==> src/rtl/traffic_light_sequencer.sv <==
// Highway/country-road intersection controller: timed Moore FSM with latched
// pedestrian request, clearance intervals and a night flashing mode.
module traffic_light_sequencer #(
   parameter int CNT_W           = 8,
   parameter int HWY_MIN_GREEN   = 20,
   parameter int CNTRY_MIN_GREEN = 5,
   parameter int CNTRY_MAX_GREEN = 10,
   parameter int YELLOW_TIME     = 3,
   parameter int ALL_RED_TIME    = 1,
   parameter int FLASH_HALF      = 8
) (
   input  logic       clk,
   input  logic       rst,
   input  logic       sensor,
   input  logic       ped_req,
   input  logic       flash_en,
   output logic [1:0] hwy_light,
   output logic [1:0] cntry_light,
   output logic       ped_walk,
   output logic [2:0] state
);

   typedef enum logic [2:0] {
      HG  = 3'd0,
      HY  = 3'd1,
      AR1 = 3'd2,
      CG  = 3'd3,
      CY  = 3'd4,
      AR2 = 3'd5,
      FL  = 3'd6
   } state_t;

   localparam logic [1:0] LAMP_RED    = 2'b00;
   localparam logic [1:0] LAMP_YELLOW = 2'b01;
   localparam logic [1:0] LAMP_GREEN  = 2'b10;
   localparam logic [1:0] LAMP_DARK   = 2'b11;

   localparam logic [CNT_W-1:0] HWY_MIN_LAST   = CNT_W'(HWY_MIN_GREEN - 1);
   localparam logic [CNT_W-1:0] CNTRY_MIN_LAST = CNT_W'(CNTRY_MIN_GREEN - 1);
   localparam logic [CNT_W-1:0] CNTRY_MAX_LAST = CNT_W'(CNTRY_MAX_GREEN - 1);
   localparam logic [CNT_W-1:0] YELLOW_LAST    = CNT_W'(YELLOW_TIME - 1);
   localparam logic [CNT_W-1:0] ALL_RED_LAST   = CNT_W'(ALL_RED_TIME - 1);
   localparam logic [CNT_W-1:0] FLASH_LAST     = CNT_W'(FLASH_HALF - 1);
   localparam logic [CNT_W-1:0] WALK_LEN       = CNT_W'(CNTRY_MIN_GREEN);

   state_t           cur_st;
   state_t           nxt_st;
   logic [CNT_W-1:0] elapsed;
   logic [CNT_W-1:0] nxt_elapsed;
   logic             phase;
   logic             nxt_phase;
   logic             ped_pending;
   logic             nxt_pending;
   logic             nxt_walk;

   // Dwell counter sticks at all-ones so an indefinitely held HG never wraps.
   function automatic logic [CNT_W-1:0] sat_inc(input logic [CNT_W-1:0] v);
      return (&v) ? v : v + 1'b1;
   endfunction

   // Lamp pattern as {hwy, cntry} for a given state and blink phase.
   function automatic logic [3:0] lamps(input state_t s, input logic ph);
      case (s)
         HG:      return {LAMP_GREEN,  LAMP_RED};
         HY:      return {LAMP_YELLOW, LAMP_RED};
         CG:      return {LAMP_RED,    LAMP_GREEN};
         CY:      return {LAMP_RED,    LAMP_YELLOW};
         FL:      return ph ? {LAMP_DARK, LAMP_DARK} : {LAMP_YELLOW, LAMP_RED};
         default: return {LAMP_RED,    LAMP_RED};
      endcase
   endfunction

   always_comb begin
      nxt_st = cur_st;
      case (cur_st)
         HG:  if (elapsed >= HWY_MIN_LAST && (sensor || ped_pending)) nxt_st = HY;
         HY:  if (elapsed == YELLOW_LAST)  nxt_st = AR1;
         AR1: if (elapsed == ALL_RED_LAST) nxt_st = CG;
         CG:  if (elapsed == CNTRY_MAX_LAST || (elapsed >= CNTRY_MIN_LAST && !sensor))
                 nxt_st = CY;
         CY:  if (elapsed == YELLOW_LAST)  nxt_st = AR2;
         AR2: if (elapsed == ALL_RED_LAST) nxt_st = HG;
         FL:  if (!flash_en)               nxt_st = AR2;
         default: nxt_st = HG;
      endcase
      // Night flash pre-empts every normal transition from a legal state.
      if (flash_en && (cur_st inside {HG, HY, AR1, CG, CY, AR2}))
         nxt_st = FL;

      if (nxt_st != cur_st)
         nxt_elapsed = '0;
      else if (cur_st == FL && elapsed == FLASH_LAST)
         nxt_elapsed = '0;
      else
         nxt_elapsed = sat_inc(elapsed);

      if (cur_st == FL && nxt_st == FL)
         nxt_phase = phase ^ (elapsed == FLASH_LAST);
      else
         nxt_phase = 1'b0;

      // A request is only consumed when a country phase actually starts.
      nxt_pending = ped_req | (ped_pending & ~(cur_st == AR1 && nxt_st == CG));
      nxt_walk    = (nxt_st == CG) && (nxt_elapsed < WALK_LEN);
   end

   always_ff @(posedge clk) begin
      if (rst) begin
         cur_st      <= HG;
         elapsed     <= '0;
         phase       <= 1'b0;
         ped_pending <= 1'b0;
         hwy_light   <= LAMP_GREEN;
         cntry_light <= LAMP_RED;
         ped_walk    <= 1'b0;
      end else begin
         cur_st                   <= nxt_st;
         elapsed                  <= nxt_elapsed;
         phase                    <= nxt_phase;
         ped_pending              <= nxt_pending;
         {hwy_light, cntry_light} <= lamps(nxt_st, nxt_phase);
         ped_walk                 <= nxt_walk;
      end
   end

   assign state = cur_st;

endmodule

==> config.mk <==
export PLATFORM = sky130hd
export DESIGN_NAME = traffic_light_sequencer
export DESIGN_NICKNAME = d
export VERILOG_FILES = /design/src/rtl/traffic_light_sequencer.sv
export SDC_FILE = /design/constraint.sdc
export NUM_CORES = 1
export LEC_CHECK = 0
export ABC_AREA = 1
export CAP_MARGIN = 20
export CORE_MARGIN = 2
export CORE_UTILIZATION = 25
export CTS_BUF_LIST = sky130_fd_sc_hd__clkbuf_2 sky130_fd_sc_hd__clkbuf_4 sky130_fd_sc_hd__clkbuf_8
export CTS_CLUSTER_SIZE = 25
export DETAILED_ROUTE_END_ITERATION = 6
export SLEW_MARGIN = 5
export SYNTH_ARGS = -nofsm -noshare
export SYNTH_HDL_FRONTEND = slang
export SYNTH_SLANG_ARGS = --single-unit
==> constraint.sdc <==
create_clock -name clk -period 2.3 [get_ports clk]
set_input_delay 0.23 -clock clk [delete_from_list [all_inputs] [get_ports clk]]
set_output_delay 0.23 -clock clk [all_outputs]
set_load 0.03 [all_outputs]
* Word-level counts from Yosys, hierarchy flattened
Cells that the tools add are included.
** Word-level totals
- Flip-flop bits (word level) :: 18
- Bits in latches :: 0
- Bits in writable memories :: 0
- ROM bits :: 0
- Input bits :: 5
- Output and inout bits :: 8
- Logic and storage cells :: 59
- Memories kept :: 0
** Operators by class
- $add $sub $neg :: 1
- Multipliers :: 0
- Divide/modulo/power cells :: 0
- Order comparisons :: 3
- Equality and inequality tests :: 14
- Shifts and indexed selects :: 0
- Muxes and demuxes :: 15
- Bitwise operators :: 4
- Reductions and logical operators :: 15
** Operator list (number)
- 3-bit two-way mux :: 8
- 8-bit two-way mux :: 3
- 3-bit case mux with 7 select lines :: 1
- 4-bit case mux with 5 select lines :: 1
- 3-bit == test (second input constant) :: 5
- 3-bit by 2-bit == test with 1-bit output (second input constant) :: 3
- 8-bit by 1-bit adder with 8-bit output (second input constant) :: 1
- 8-bit by 2-bit == test with 1-bit output (second input constant) :: 1
- 8-bit by 3-bit == test with 1-bit output (second input constant) :: 1
- 8-bit by 4-bit == test with 1-bit output (second input constant) :: 1
- 8-bit by 3-bit >= comparator with 1-bit output (second input constant) :: 1
- 8-bit by 5-bit >= comparator with 1-bit output (second input constant) :: 1
- 8-bit logical NOT :: 1
- 8-bit by 3-bit < comparator with 1-bit output (second input constant) :: 1
- 8-bit AND reduction :: 1
- 1-bit logical AND :: 7
- 3-bit by 1-bit == test with 1-bit output (second input constant) :: 2
- 3-bit logical NOT :: 2
- 6-bit nonzero test :: 1
- 4-bit two-way mux :: 1
- 3-bit != test :: 1
- 1-bit logical OR :: 2
- 1-bit AND :: 1
- 1-bit logical NOT :: 1
- 4 further kinds :: 4

* Depth between registers and ports, before layout
- Depth in word-level cells :: 11
- Depth in mapped cells :: 16
- Gate-level depth less buffers :: 16

* Worst setup path before layout
OpenSTA, ideal clock, no wires.
- Path kind :: register -> register
- Start point :: register cur_st[2] (netlist: state[2])
- End point :: register ped_walk
- Setup time :: 113 ps
- Arrival :: 1783 ps
- Path slack :: 404 ps
- Stages on the path, launching flop included :: 15
- Path buffers :: 1
- Cell sequence :: dfxtp_1 buf_2 nand2_2 nand2_2 o21ai_0 nor2_2 nand2_2 nand2_2 nand2_2 nor2_4 nand2_4 clkinv_4 nand2_2 nor2_1 nor2_1
** Between the ends
- Longest elaborated chain between the ends :: 8
- Elaborated cells on any way between the ends :: 25
** RTL lines
- start: declaration :: RTL line 46 : state_t cur_st;
- start signal: assignment :: RTL line 117 : cur_st <= nxt_st;
- 3-bit by 1-bit == test with 1-bit output, or another cell as far along :: RTL line 75, 87
- 6-bit nonzero test :: RTL line 87 : if (flash_en && (cur_st inside {HG, HY, AR1, CG, CY, AR2}))
- 1-bit logical AND :: RTL line 87
- 3-bit two-way mux :: RTL line 87
- 3-bit != test :: RTL line 90 : if (nxt_st != cur_st)
- 8-bit two-way mux :: RTL line 90
- 8-bit by 3-bit < comparator with 1-bit output :: RTL line 104 : nxt_walk = (nxt_st == CG) && (nxt_elapsed < WALK_LEN);
- 1-bit logical AND (*) :: RTL line 104
- end signal: assignment :: RTL line 122 : ped_walk <= nxt_walk;
- end: declaration :: RTL line 19 : output logic ped_walk,
Every way passes the cells marked *; elsewhere a longest branch is shown, timed or not.
A chain may end at the register's enable or synchronous reset.

* Worst setup path after layout
- Start point :: register elapsed[0]
- End point :: register ped_walk
** Between the ends
- Longest elaborated chain between the ends :: 10
- Elaborated cells on any way between the ends :: 27
** RTL lines
- start: declaration :: RTL line 48 : logic [CNT_W-1:0] elapsed;
- start signal: assignment :: RTL line 118 : elapsed <= nxt_elapsed;
- 8-bit by 3-bit >= comparator with 1-bit output :: RTL line 79 : CG: if (elapsed == CNTRY_MAX_LAST || (elapsed >= CNTRY_MIN_LAST && !sensor))
- 1-bit logical AND :: RTL line 79
- 1-bit logical OR :: RTL line 79
- 3-bit two-way mux :: RTL line 79
- 3-bit case mux with 7 select lines :: RTL line 75 : case (cur_st)
- 3-bit two-way mux :: RTL line 87
- 3-bit != test :: RTL line 90
- 8-bit two-way mux :: RTL line 90
- 8-bit by 3-bit < comparator with 1-bit output :: RTL line 104
- 1-bit logical AND (*) :: RTL line 104
Marked as above.

==> impl_metrics.json <==
{
  "postRouteAntennaNets": 0,
  "yosys_register_bits": 18,
  "crit_path_top_delay_cell": "dfxtp_1",
  "fill_cells": 529,
  "chipHeight_um": 73.7,
  "numCtsBuffers": 3,
  "cp_top_family": "simple AND/OR/NAND/NOR gates",
  "pin_count": 13,
  "num_vias": 1135,
  "netlist_area_sq_um": 1220,
  "first_pass_iters": 5,
  "cap_violations": 0,
  "syn_inst": 182,
  "period_share_pct": 81.4,
  "synth_fp_nets": 191,
  "path_cells": "inv_1, ha_1, nand2_1, nor2_1, a21oi_2, nand2_1, nand2_1, nand2_1, nor2_4, nand2_4, clkinv_4, nand2_2, nor2_1, nor2_1",
  "syn_area_per_cell_sq_um": 6.68,
  "hold_ws_ps": 495,
  "htree_levels": 1,
  "grt_pass1_vias": 1073,
  "grt_max_degree": 17,
  "globalRouteOverflowTotal": 0,
  "area_growth_syn_to_layout_pct": 18.6,
  "cpMostUsedCell": "nand2_1",
  "synth_top_area_cell": "dfxtp_1",
  "clock_latency_ps": 260,
  "slew_viol_final": 0,
  "cts_setup_buffers": 0,
  "synth_enable_flop_cells": 0,
  "drc": 0,
  "wl_per_cell_um": 10.7,
  "total_power_mw": 0.758,
  "worstPathArrival_ps": 2030,
  "min_period_ps": 1870,
  "place_hpwl_um": 2150,
  "leakagePower_nw": 0.611,
  "synth-seq-area-share_pct": 29.6,
  "setup_viol_count_final": 0,
  "end_kind": "flip-flop",
  "final_layout_size_suffix_gt1_share_pct": 17.9,
  "viasPerCell": 4.56,
  "finalHoldViolations": 0,
  "synth_common_cells": "nand2_1, nor2_1, inv_1, nand3_1, dfxtp_1",
  "irDropWorstVdd_v": 0.000147,
  "start_kind": "flip-flop",
  "die_area_sq_um": 5440,
  "start_util_pct": 25.9,
  "die_w_um": 73.7,
  "regToRegSetupSlack_ps": 430,
  "cts_tree": "yes",
  "cts-root-buf": "clkbuf_8",
  "tightest_slew_ps": 407,
  "postCtsResizedCells": 0,
  "routed_wl_um": 2670,
  "ys.flop_type": "dfxtp_1",
  "grt_usage_pct": 10.8,
  "critPathBufInv": 2,
  "cp.required_ps": 2460,
  "power.density_nw_per_um2": 525,
  "cp_slowest_stage_delay_ps": 380,
  "cts.path.max_buffers": 2,
  "yosysWarnings": 0,
  "synth.most_common_cell": "nand2_1",
  "synth_cell_types": 31,
  "gp_congestion": 0.905,
  "port_buffers": 12,
  "core_area_sq_um": 4690,
  "synth_top_area_share_pct": 29.6,
  "async_reset_ff_share_pct": 0,
  "status": "finished, final reports clean",
  "first_iter_violations": 105,
  "relSlewSlack_pct": 72.8,
  "antenna_found_initial": 0,
  "fin_nets": 205,
  "hp-class": "reg -> reg",
  "cp_max_fo": 6,
  "path_class": "reg -> reg",
  "clk_pin_slew_ps": 60,
  "synthTopCellsByArea": "dfxtp_1, nand2_1, nand3_1",
  "rows": 25,
  "hold_buffers": 0,
  "setup_tns_ps": 0,
  "rsz0062_at_grt": "false",
  "grt_pass1_wl_um": 4570,
  "fin_worst_skew_ps": 1.39,
  "fin_util_pct": 30.7,
  "fmax_mhz": 534,
  "insertedDiodeCount": 0,
  "clock_sinks": 18
}
## worst reg2reg max path: stages, from the launching register on
cell and delay (ps):
dfxtp_1 380, inv_1 100, ha_1 210, nand2_1 120
nor2_1 80, a21oi_2 140, nand2_1 90, nand2_1 70
nand2_1 80, nor2_4 140, nand2_4 90, clkinv_4 70
nand2_2 50, nor2_1 100, nor2_1 50
## final timing paths
kind,startpoint,cells past startpoint,endpoint
worst max-delay path,elapsed[0]$_SDFF_PP0_,14,ped_walk$_SDFF_PP0_
worst min-delay path,ped_pending$_SDFF_PP0_,2,ped_pending$_SDFF_PP0_
worst max register to register,elapsed[0]$_SDFF_PP0_,14,ped_walk$_SDFF_PP0_
worst min register to register,ped_pending$_SDFF_PP0_,2,ped_pending$_SDFF_PP0_
## layer usage
metal  vias up  routed length [um]  global-route usage [%]
li1        608                   -                       -
met1       497                1410                    14.9
met2        25                1120                    16.6
met3         5                  76                    1.23
met4         0                  58                    5.45
met5         -                   0                       0
## kinds of logic after synthesis
| group | Yosys count | share of synthesized area (%) |
|---|---|---|
| DFF | 18 | 29.6 |
| and+or+nand+nor | 107 | 44.1 |
| adders and majority gates | 4 | 4.12 |
| buffers and inverters | 31 | 10.7 |
| xor gates and xnor gates | 3 | 2.16 |
| AOI/OAI and AO/OA | 19 | 9.26 |
## state kept, by name, indices dropped and copies added, names as in the netlist
signal and flops:
cntry_light 2, elapsed 8, hwy_light 2, ped_pending 1
ped_walk 1, phase 1, state 3
## layout by cell type (no fill, tap or decap), drive strengths merged
cell,count
o31ai,1
xor2,2
clkbuf,4
o22ai,2
nand4,1
nand3,24
buf,1
or2,1
nor3,7
nand2,39
a21oi,8
o21ai,8
nor4,3
ha,4
clkinv,1
inv,26
xnor2,1
clkdlybuf4s50,12
nor2,32
dfxtp,18
## cell type report
type / instances / area, sq um / share of cell area (%)
Multi-Input combinational cell: 133 / 726 / 50.3
Sequential cell: 18 / 360 / 25.0
Tap cell: 54 / 67.6 / 4.68
Clock buffer: 4 / 55.1 / 3.82
Inverter: 27 / 106 / 7.37
Timing Repair Buffer: 13 / 128 / 8.85
## report_power, final
part           internal [mW]  leakage, nW  switching (mW)
Combinational         0.0603        0.435           0.101
Clock                  0.152       0.0288           0.105
Sequential             0.325        0.147          0.0154
Total                  0.537        0.611           0.221
## through the flow
stage	setup slack (ps)	cells	cell area, sq um
floorplan	404	182	1220
global placement	396	245	1390
detailed placement	402	245	1390
CTS	409	249	1440
global route	229	249	1440
finish	427	249	1440
Note: power is estimated with default switching activity, not from simulation.
